**config.mk**
```make
export PLATFORM = sky130hd
export DESIGN_NAME = branch_ctrl
export DESIGN_NICKNAME = d
export VERILOG_FILES = /design/src/rtl/branch_ctrl.sv
export SDC_FILE = /design/constraint.sdc
export NUM_CORES = 1
export LEC_CHECK = 0
export CAP_MARGIN = 20
export CORE_MARGIN = 2
export CORE_UTILIZATION = 35
export CTS_CLUSTER_SIZE = 14
export DETAILED_ROUTE_END_ITERATION = 8
export SLEW_MARGIN = 0
export SYNTH_ARGS = -nofsm -noshare
export SYNTH_HDL_FRONTEND = slang
export SYNTH_SLANG_ARGS = --single-unit
```
**constraint.sdc**
```tcl
create_clock -name clk_i -period 10.3 [get_ports clk_i]
set_input_delay 1.545 -clock clk_i [delete_from_list [all_inputs] [get_ports clk_i]]
set_output_delay 1.545 -clock clk_i [all_outputs]
set_load 0.02 [all_outputs]
```
**src/rtl/branch_ctrl.sv**
```systemverilog
// -----------------------------------------------------------------------------
// branch_ctrl : branch direction predictor and resolution controller (RV32I)
//
// IF side : predicts conditional-branch direction from a table of 2-bit
//           saturating counters (BHT) indexed by pc[IDX_W+1:2]. The prediction
//           and the next fetch PC are combinational and have zero latency.
// EX side : drives BrUn_o to the branch comparator and decodes funct3 together
//           with BrEq_i/BrLt_i into a taken/not-taken outcome. A mispredict
//           raises redirect_o with the corrected PC in the same cycle. The BHT
//           entry is trained on the clock edge that ends the resolve cycle.
//
// Ports
//   clk_i, rst_i                      clock, asynchronous active-high reset
//   if_valid_i, if_is_br_i            IF stage valid / conditional-branch predecode
//   if_pc_i, if_target_i              IF address / branch target
//   pred_taken_o, pred_pc_o           IF prediction / next fetch PC
//   ex_valid_i, ex_is_br_i            EX stage valid / conditional branch
//   ex_funct3_i, ex_pc_i, ex_target_i EX branch funct3 / address / target
//   ex_pred_taken_i                   prediction carried down from IF
//   stall_i                           EX stage frozen this cycle
//   BrUn_o, BrEq_i, BrLt_i            comparator interface
//   redirect_o, redirect_pc_o         mispredict flush request / corrected PC
//   illegal_br_o                      funct3 010/011 on a resolving branch
//   br_cnt_o, mispred_cnt_o           saturating performance counters
// -----------------------------------------------------------------------------
module branch_ctrl #(
   parameter int IDX_W = 6,
   parameter int CNT_W = 16
) (
   input  logic             clk_i,
   input  logic             rst_i,
   input  logic             if_valid_i,
   input  logic             if_is_br_i,
   input  logic [31:0]      if_pc_i,
   input  logic [31:0]      if_target_i,
   output logic             pred_taken_o,
   output logic [31:0]      pred_pc_o,
   input  logic             ex_valid_i,
   input  logic             ex_is_br_i,
   input  logic [2:0]       ex_funct3_i,
   input  logic [31:0]      ex_pc_i,
   input  logic [31:0]      ex_target_i,
   input  logic             ex_pred_taken_i,
   input  logic             stall_i,
   output logic             BrUn_o,
   input  logic             BrEq_i,
   input  logic             BrLt_i,
   output logic             redirect_o,
   output logic [31:0]      redirect_pc_o,
   output logic             illegal_br_o,
   output logic [CNT_W-1:0] br_cnt_o,
   output logic [CNT_W-1:0] mispred_cnt_o
);

   localparam int N_ENT = 2 ** IDX_W;

   // 2-bit saturating counter step: increment when taken, decrement otherwise
   function automatic logic [1:0] bht_step(input logic [1:0] cnt, input logic taken);
      logic [1:0] res;
      if (taken) begin
         res = (cnt == 2'b11) ? cnt : cnt + 2'b01;
      end else begin
         res = (cnt == 2'b00) ? cnt : cnt - 2'b01;
      end
      return res;
   endfunction

   // performance counter increment that sticks at all-ones
   function automatic logic [CNT_W-1:0] sat_inc(input logic [CNT_W-1:0] cnt);
      return (&cnt) ? cnt : cnt + CNT_W'(1);
   endfunction

   logic [1:0]       bht_q [N_ENT];
   logic [CNT_W-1:0] br_cnt_q, br_cnt_d;
   logic [CNT_W-1:0] mispred_cnt_q, mispred_cnt_d;

   logic [IDX_W-1:0] if_idx_s, ex_idx_s;
   logic             taken_s, legal_s, br_active_s, resolve_s;
   logic [1:0]       ex_cnt_upd_s, if_cnt_s;

   assign if_idx_s = if_pc_i[IDX_W+1:2];
   assign ex_idx_s = ex_pc_i[IDX_W+1:2];

   // funct3 decode into branch outcome and legality
   always_comb begin
      taken_s = 1'b0;
      legal_s = 1'b1;
      case (ex_funct3_i)
         3'b000:         taken_s = BrEq_i;
         3'b001:         taken_s = ~BrEq_i;
         3'b100, 3'b110: taken_s = BrLt_i;
         3'b101, 3'b111: taken_s = ~BrLt_i;
         default:        legal_s = 1'b0;
      endcase
   end

   // resolution, redirect and IF prediction (with same-index bypass)
   always_comb begin
      BrUn_o        = ex_funct3_i[1];
      // rst_i gating keeps every combinational output at its reset value
      // while reset is held, including the cycle it is asserted mid-stream
      br_active_s   = ~rst_i & ex_valid_i & ex_is_br_i & ~stall_i;
      resolve_s     = br_active_s & legal_s;
      illegal_br_o  = br_active_s & ~legal_s;
      redirect_o    = resolve_s & (taken_s != ex_pred_taken_i);
      redirect_pc_o = taken_s ? ex_target_i : ex_pc_i + 32'd4;

      ex_cnt_upd_s  = bht_step(bht_q[ex_idx_s], taken_s);
      // IF sees the value the EX update is about to write on the same entry
      if (resolve_s && (if_idx_s == ex_idx_s)) begin
         if_cnt_s = ex_cnt_upd_s;
      end else begin
         if_cnt_s = bht_q[if_idx_s];
      end
      pred_taken_o  = if_valid_i & if_is_br_i & if_cnt_s[1];
      pred_pc_o     = pred_taken_o ? if_target_i : if_pc_i + 32'd4;
   end

   // next-state of the performance counters
   always_comb begin
      br_cnt_d      = resolve_s  ? sat_inc(br_cnt_q)      : br_cnt_q;
      mispred_cnt_d = redirect_o ? sat_inc(mispred_cnt_q) : mispred_cnt_q;
   end

   // BHT storage: all entries weakly not-taken on reset, trained on resolve
   always_ff @(posedge clk_i or posedge rst_i) begin
      if (rst_i) begin
         for (int i = 0; i < N_ENT; i++) begin
            bht_q[i] <= 2'b01;
         end
      end else if (resolve_s) begin
         bht_q[ex_idx_s] <= ex_cnt_upd_s;
      end else begin
         bht_q[ex_idx_s] <= bht_q[ex_idx_s];
      end
   end

   // performance counter registers
   always_ff @(posedge clk_i or posedge rst_i) begin
      if (rst_i) begin
         br_cnt_q      <= '0;
         mispred_cnt_q <= '0;
      end else begin
         br_cnt_q      <= br_cnt_d;
         mispred_cnt_q <= mispred_cnt_d;
      end
   end

   assign br_cnt_o      = br_cnt_q;
   assign mispred_cnt_o = mispred_cnt_q;

endmodule
```
* Yosys cells after proc, flatten, opt, wreduce, memory -nomap -nowiden
Index checks and enable logic that the tools add are counted.
** Operators by class
- Add/subtract/negate cells :: 6
- Shifts and indexed selects :: 0
- Reductions and logical operators :: 11
- Bitwise gates (word level) :: 17
- Div/mod/pow operators :: 0
- Order comparisons :: 3
- Multiply operators :: 0
- Eq/ne operators :: 8
- Multiplexer cells :: 19
** Operators by type and width (number)
- bitwise mux 128 bit :: 2
- two-way mux 128 bit :: 1
- adder 32 x 3 -> 32 bit (second input constant) :: 2
- two-way mux 32 bit :: 2
- adder 16 x 1 -> 16 bit (second input constant) :: 2
- AND reduction 16 bit :: 2
- binary-select mux 2 bit (select 6 bit) :: 2
- two-way mux 2 bit :: 9
- >= comparator 7 bit (second input constant) :: 2
- NOT 6 -> 7 bit :: 2
- demux 2 bit (select 6 bit) :: 1
- equality test 3 bit (second input constant) :: 4
- AND 1 bit :: 8
- < comparator 7 x 1 -> 1 bit (second input constant) :: 1
- NOT 1 bit :: 7
- equality test 6 bit :: 1
- OR reduction 6 bit :: 1
- one-hot mux 1 bit (4 select lines) :: 1
- AND reduction 2 bit :: 2
- OR reduction 2 bit :: 2
- equality test 3 x 1 -> 1 bit (second input constant) :: 1
- zero test 3 bit :: 1
- adder 2 x 1 -> 2 bit (second input constant) :: 1
- equality test 2 bit (second input constant) :: 1
- 5 further kinds :: 6
** Word-level totals
- Memories :: 0
- Bits in writable memories :: 0
- Flip-flop bits (word level) :: 160
- Word-level logic and storage cells :: 130
- Latch bits :: 0
- Input port bits :: 141
- Memory bits (read-only) :: 0
- Output and inout bits :: 100

* Depth between registers and ports, before layout
- Depth after elaboration :: 10
- Depth in mapped cells :: 12
- Gate-level depth less buffers :: 9

* Least setup slack after synthesis
No wires, ideal clock.
- Path type :: input to output
- Start :: input rst_i
- End :: output pred_pc_o[2]
- Stages on the path :: 7
- Path buffers :: 1
- Required time :: 8.755 ns
- Arrival time :: 6.852 ns
- Path slack :: 1.903 ns
- Path through :: inv_1 -> nand4_1 -> nor2b_1 -> nand4_1 -> o31ai_4 -> buf_6 -> mux2i_1
** On the way
- Longest elaborated chain between the ends :: 9
** RTL lines
- start, declared :: line 31 : input logic rst_i,
- NOT 1 bit :: line 102 : br_active_s = ~rst_i & ex_valid_i & ex_is_br_i & ~stall_i;
- AND 1 bit (3 in a row) :: line 102
- AND 1 bit :: line 103 : resolve_s = br_active_s & legal_s;
- logical AND 1 bit :: line 110 : if (resolve_s && (if_idx_s == ex_idx_s)) begin
- two-way mux 2 bit :: line 110
- AND 1 bit :: line 115 : pred_taken_o = if_valid_i & if_is_br_i & if_cnt_s[1];
- two-way mux 32 bit :: line 116 : pred_pc_o = pred_taken_o ? if_target_i : if_pc_i + 32'd4;
- end, declared :: line 37 : output logic [31:0] pred_pc_o,
Every way passes these cells.

* Final worst setup path
- Start :: input if_pc_i[3]
- End :: output pred_pc_o[0]
** On the way
- Longest elaborated chain between the ends :: 7
- Elaborated cells between the ends (all ways) :: 9
- Those cells by class :: eq/ne (1); mux (5); bitwise (2); reduce/logical (1)
** RTL lines
- start, declared :: line 34 : input logic [31:0] if_pc_i,
- NOT 6 -> 7 bit (not written as such) :: line 113 : if_cnt_s = bht_q[if_idx_s];
- binary-select mux 2 bit (select 6 bit) :: line 113
- two-way mux 2 bit (not written as such) (2 in a row) :: line 113
- two-way mux 2 bit (*) :: line 110
- AND 1 bit (*) :: line 115
- two-way mux 32 bit (*) :: line 116
Every way passes the cells marked *; elsewhere a longest branch is shown, timed or not. The select of a mux whose other input is x is not followed.

==> reports/summary.txt <==
YOSYS
-------------------------------------------------------------------------------------
Total standard cell area after synthesis                                  10,420 um^2
Net count after synthesis                                                       1,198
Mean instance size in the synthesized netlist                              9.898 um^2
Proportion of synthesized chip area in sequential cells                        39.18%
Leading post-synthesis cells by instance count                           sky130_fd_sc_hd__nor2_1 (119), sky130_fd_sc_hd__nand2_1 (115), sky130_fd_sc_hd__dfrtp_1 (96)
Most repeated cell in the gate-level netlist after synthesis             sky130_fd_sc_hd__nor2_1
Synth Register Bits                                                               160
Area share of the largest cell type after synthesis                            23.05%
Most used DFF post-synth                                                 sky130_fd_sc_hd__dfrtp_1
Post-synth ARST share                                                          100.0%
Count of flip-flops with a built-in enable after synthesis                          0
Cell accounting for the most synthesized area                            sky130_fd_sc_hd__dfrtp_1
Mapped Cells                                                                    1,053
Count of distinct cell types in the synthesized netlist                            59
Yosys synthesis warning count                                                       0
Cell types with the largest area share after synthesis                   sky130_fd_sc_hd__dfrtp_1 (23%), sky130_fd_sc_hd__dfstp_2 (16%), sky130_fd_sc_hd__mux2_2 (9.0%)

CLOCKING
-------------------------------------------------------------------------------------
Number of buffers added by the clock tree synthesis step                           17
Number of levels in the clock H-tree                                                4
Count of clock tree sinks                                                         160
Setup Fix Bufs, Post-CTS                                                            0
Quantity of hold-fixing buffers added after cts                                     0
Total of cells resized after clock tree synthesis                                   0
Clock-pin slew of the registers on the worst-case setup and hold paths          70 ps
Source-to-sink clock delay at the later pin of the worst-skew pair             440 ps
Root buffer cell                                                         sky130_fd_sc_hd__clkbuf_16
CTS tree                                                                        built
Buffer levels on the longest clock path                                             2

DETAILED ROUTING
-------------------------------------------------------------------------------------
Drt drc                                                                             0
Total Routed Length                                                          32.37 mm
Count of routing violations after the opening detailed-route iteration            652
Number of iterations in the first detailed-routing pass                             5
DR WL/cell                                                                   19.37 um
Antenna Violating Nets Remaining                                                    0
Vias                                                                            8,902
Via density per instance                                                        5.327

STA
-------------------------------------------------------------------------------------
Total negative slack                                                             0 ps
Max-slew headroom at the worst pin                                             23.93%
Worst Skew                                                                   13.43 ps
Maximum clock frequency                                                     131.9 MHz
RSZ-0062 raised after global routing                                            false
Pins Over Slew Limit                                                                0
Tightest Pin Transition                                                       1137 ps
Final worst path period need                                                  7583 ps
Number of hold violations in the final report                                       0
Number of setup violations in the final report                                      0
Post-route clock period utilization                                            73.62%
Final WS setup                                                                2717 ps

CRITICAL PATH
-------------------------------------------------------------------------------------
Critical path's largest stage delay                                           1220 ps
Biggest fanout along the worst timing path                                         33
Total buffers and inverters traversed by the critical path                          4
Startpoint class of the critical path                                      input port
Path depth of the worst reg2reg path                                                8
Cell family contributing the most delay on the critical path             buffers and inverters
Cell type of the slowest stage on the worst timing path                  sky130_fd_sc_hd__clkdlybuf4s50_1
Worst R2R End                                                              bht_q[125]
Data arrival time of the critical path                                        6040 ps
Endpoint kind of the worst setup timing path                              output port
Worst setup path startpoint                                                if_pc_i[3]
Worst reg-to-reg setup slack                                                  6730 ps
Type of the worst setup path                                             input port to output port
Worst Setup EP                                                           pred_pc_o[0]
Stages on the worst setup path                                                     10
Worst endpoint required time                                                  8760 ps
Worst path cell trace                                                    clkdlybuf4s50_1 > mux4_2 > mux4_2 > mux4_2 > inv_1 > a21oi_1 > o31ai_4 > buf_4 > mux2_2 > clkdlybuf4s50_1
Reg2reg start                                                               bht_q[39]
CP most frequent cell                                                    sky130_fd_sc_hd__mux4_2

FLOORPLAN
-------------------------------------------------------------------------------------
Cell Rows                                                                          63
Starting utilization of the core area                                          35.35%
Die height                                                                   176.6 um
Top Ports                                                                         241
Area of the die                                                           31,180 um^2
Die extent in x                                                              176.6 um
Core Footprint                                                            29,480 um^2

GRT
-------------------------------------------------------------------------------------
Global router's overall resource usage                                         20.58%
Gr ovfl total                                                                       0
Vias in the first global route                                                  8,727
Initial antenna violation count                                                     0
First-pass GRT wire length                                                   49.85 mm
Pin count of the biggest net entering global routing                               82

POWER
-------------------------------------------------------------------------------------
Worst voltage drop across the vdd grid                                   0.00009352 V
Post-layout power                                                          0.001958 W
Static Leakage                                                               5.318 nW
Power density over the cells                                             143.7 nW/um^2

FINISH
-------------------------------------------------------------------------------------
Area occupied by multi-input gates                                          5924 um^2
Seq. cell area                                                              4084 um^2
Ant diodes                                                                          0
Non-filler cells in the finished layout                                         1,671
Ratio of cells with drive above 1 in the final layout                          20.45%
Cell area after layout                                                    13,630 um^2
Net total in the final layout                                                   1,413
Number of filler instances in the final layout                                  2,786
Layout Area Growth over Synthesis                                              30.73%

PLACED DESIGN
-------------------------------------------------------------------------------------
Placed wire-length estimate after detailed placement                         23.54 mm
Standard cell area after detailed placement                               13,050 um^2
Number of buffers added on ports                                                  240
Post-placement setup slack                                                    2719 ps
# placed instances                                                              1,638
RePlAce Congestion                                                             0.9042

JOB
-------------------------------------------------------------------------------------
Max-Cap Viols                                                                       0

RUN STATUS
-------------------------------------------------------------------------------------
Run status                                                                  completed

WORST HOLD PATH
-------------------------------------------------------------------------------------
Classification of the worst-slack hold path                              flop to flop

-- sequential cells by signal, summed over array words and instances (netlist names) --
| signal | count |
|---|---|
| br_cnt_o | 16 |
| bht_q | 128 |
| mispred_cnt_o | 16 |
-- cells in the final DEF, fill, tap and decap left out, types with 4 or more instances in the layout --
cell type	instances
sky130_fd_sc_hd__nand3b_1	21
sky130_fd_sc_hd__nor2b_1	8
sky130_fd_sc_hd__a21oi_1	81
sky130_fd_sc_hd__mux2_4	27
sky130_fd_sc_hd__dfrtp_1	96
sky130_fd_sc_hd__clkdlybuf4s50_1	237
sky130_fd_sc_hd__a221oi_1	11
sky130_fd_sc_hd__clkbuf_16	17
sky130_fd_sc_hd__nand2_1	115
sky130_fd_sc_hd__ha_1	4
sky130_fd_sc_hd__dfstp_2	64
sky130_fd_sc_hd__and4_1	9
sky130_fd_sc_hd__a22oi_1	6
sky130_fd_sc_hd__xor2_1	26
sky130_fd_sc_hd__nand3_1	40
sky130_fd_sc_hd__buf_4	14
sky130_fd_sc_hd__inv_1	14
sky130_fd_sc_hd__mux2_2	83
sky130_fd_sc_hd__nand4_1	14
sky130_fd_sc_hd__xnor2_1	68
sky130_fd_sc_hd__o21ai_0	40
sky130_fd_sc_hd__a31oi_1	8
sky130_fd_sc_hd__or3b_2	7
sky130_fd_sc_hd__a22o_1	7
sky130_fd_sc_hd__mux2i_1	17
sky130_fd_sc_hd__nand2b_1	5
sky130_fd_sc_hd__and2_1	5
sky130_fd_sc_hd__o2bb2ai_1	4
sky130_fd_sc_hd__inv_6	6
sky130_fd_sc_hd__mux4_2	23
sky130_fd_sc_hd__nor4_1	4
sky130_fd_sc_hd__and3_1	15
sky130_fd_sc_hd__nor2_1	119
sky130_fd_sc_hd__nor3_1	14
-- per-stage QoR --
step | hold WS (ps) | utilization, %
after CTS | 496.4 | 46.13
after global routing | 508.2 | 46.22
final | 491.2 | 46.22
after global placement | 481.8 | 44.27
after detailed placement | 478.8 | 44.27
after floorplan | 458.7 | -
-- worst min path at each step --
stage | start | to | cells after the start
after floorplan | bht_q[61] | bht_q[61] | 2
after global placement | br_cnt_o[10] | br_cnt_o[10] | 1
after detailed placement | mispred_cnt_o[9] | mispred_cnt_o[9] | 1
after CTS | mispred_cnt_o[9] | mispred_cnt_o[9] | 1
after global routing | mispred_cnt_o[7] | mispred_cnt_o[7] | 1
final | mispred_cnt_o[9] | mispred_cnt_o[9] | 1
-- worst reg2reg max path, cell delays in order, from the launching register on --
cell                       delay [ps]
sky130_fd_sc_hd__dfrtp_1          420
sky130_fd_sc_hd__mux2i_1          150
sky130_fd_sc_hd__o21ai_1           90
sky130_fd_sc_hd__a222oi_1         360
sky130_fd_sc_hd__a21oi_1          160
sky130_fd_sc_hd__or4_4            570
sky130_fd_sc_hd__o32ai_4          940
sky130_fd_sc_hd__buf_4            540
sky130_fd_sc_hd__a31oi_1          170
-- area by class of cell --
| cell class | count | area share (%) |
|---|---|---|
| multi-input combinational | 819 | 43.48 |
| sequential | 160 | 29.97 |
| timing repair buffer | 255 | 18.49 |
| tap | 390 | 3.581 |
| clock buffer | 20 | 3.278 |
| clock inverter | 12 | 0.7438 |
| inverter | 15 | 0.4500 |
-- per-layer routing --
layer | share of wire [%] | vias to the layer above | track usage [%]
met4 | 1.9 | 0 | 5.510
li1 | - | 4211 | -
met2 | 45 | 395 | 32.91
met3 | 9.2 | 46 | 5.857
met5 | 0 | - | 0
met1 | 44 | 4250 | 27.32
-- where the power goes --
group / switching, W / internal (W) / total [W]
registers: 0.0000819 / 0.000746 / 0.000828
logic: 0.000263 / 0.000274 / 0.000537
clock network: 0.000273 / 0.000320 / 0.000593
total: 0.000619 / 0.00134 / 0.00196
-- kinds of logic after synthesis --
| logic type | after synthesis | share of synthesized area (%) |
|---|---|---|
| adder cells (fa/ha/maj) | 4 | 0.4802 |
| XOR/XNOR | 94 | 7.899 |
| flip-flops | 160 | 39.18 |
| AND/OR/NAND/NOR | 388 | 17.84 |
| AO/OA/AOI/OAI | 181 | 10.84 |
| multiplexers | 152 | 19.68 |
| buffers and inverters | 74 | 4.082 |
(Power assumes the default switching activity.)
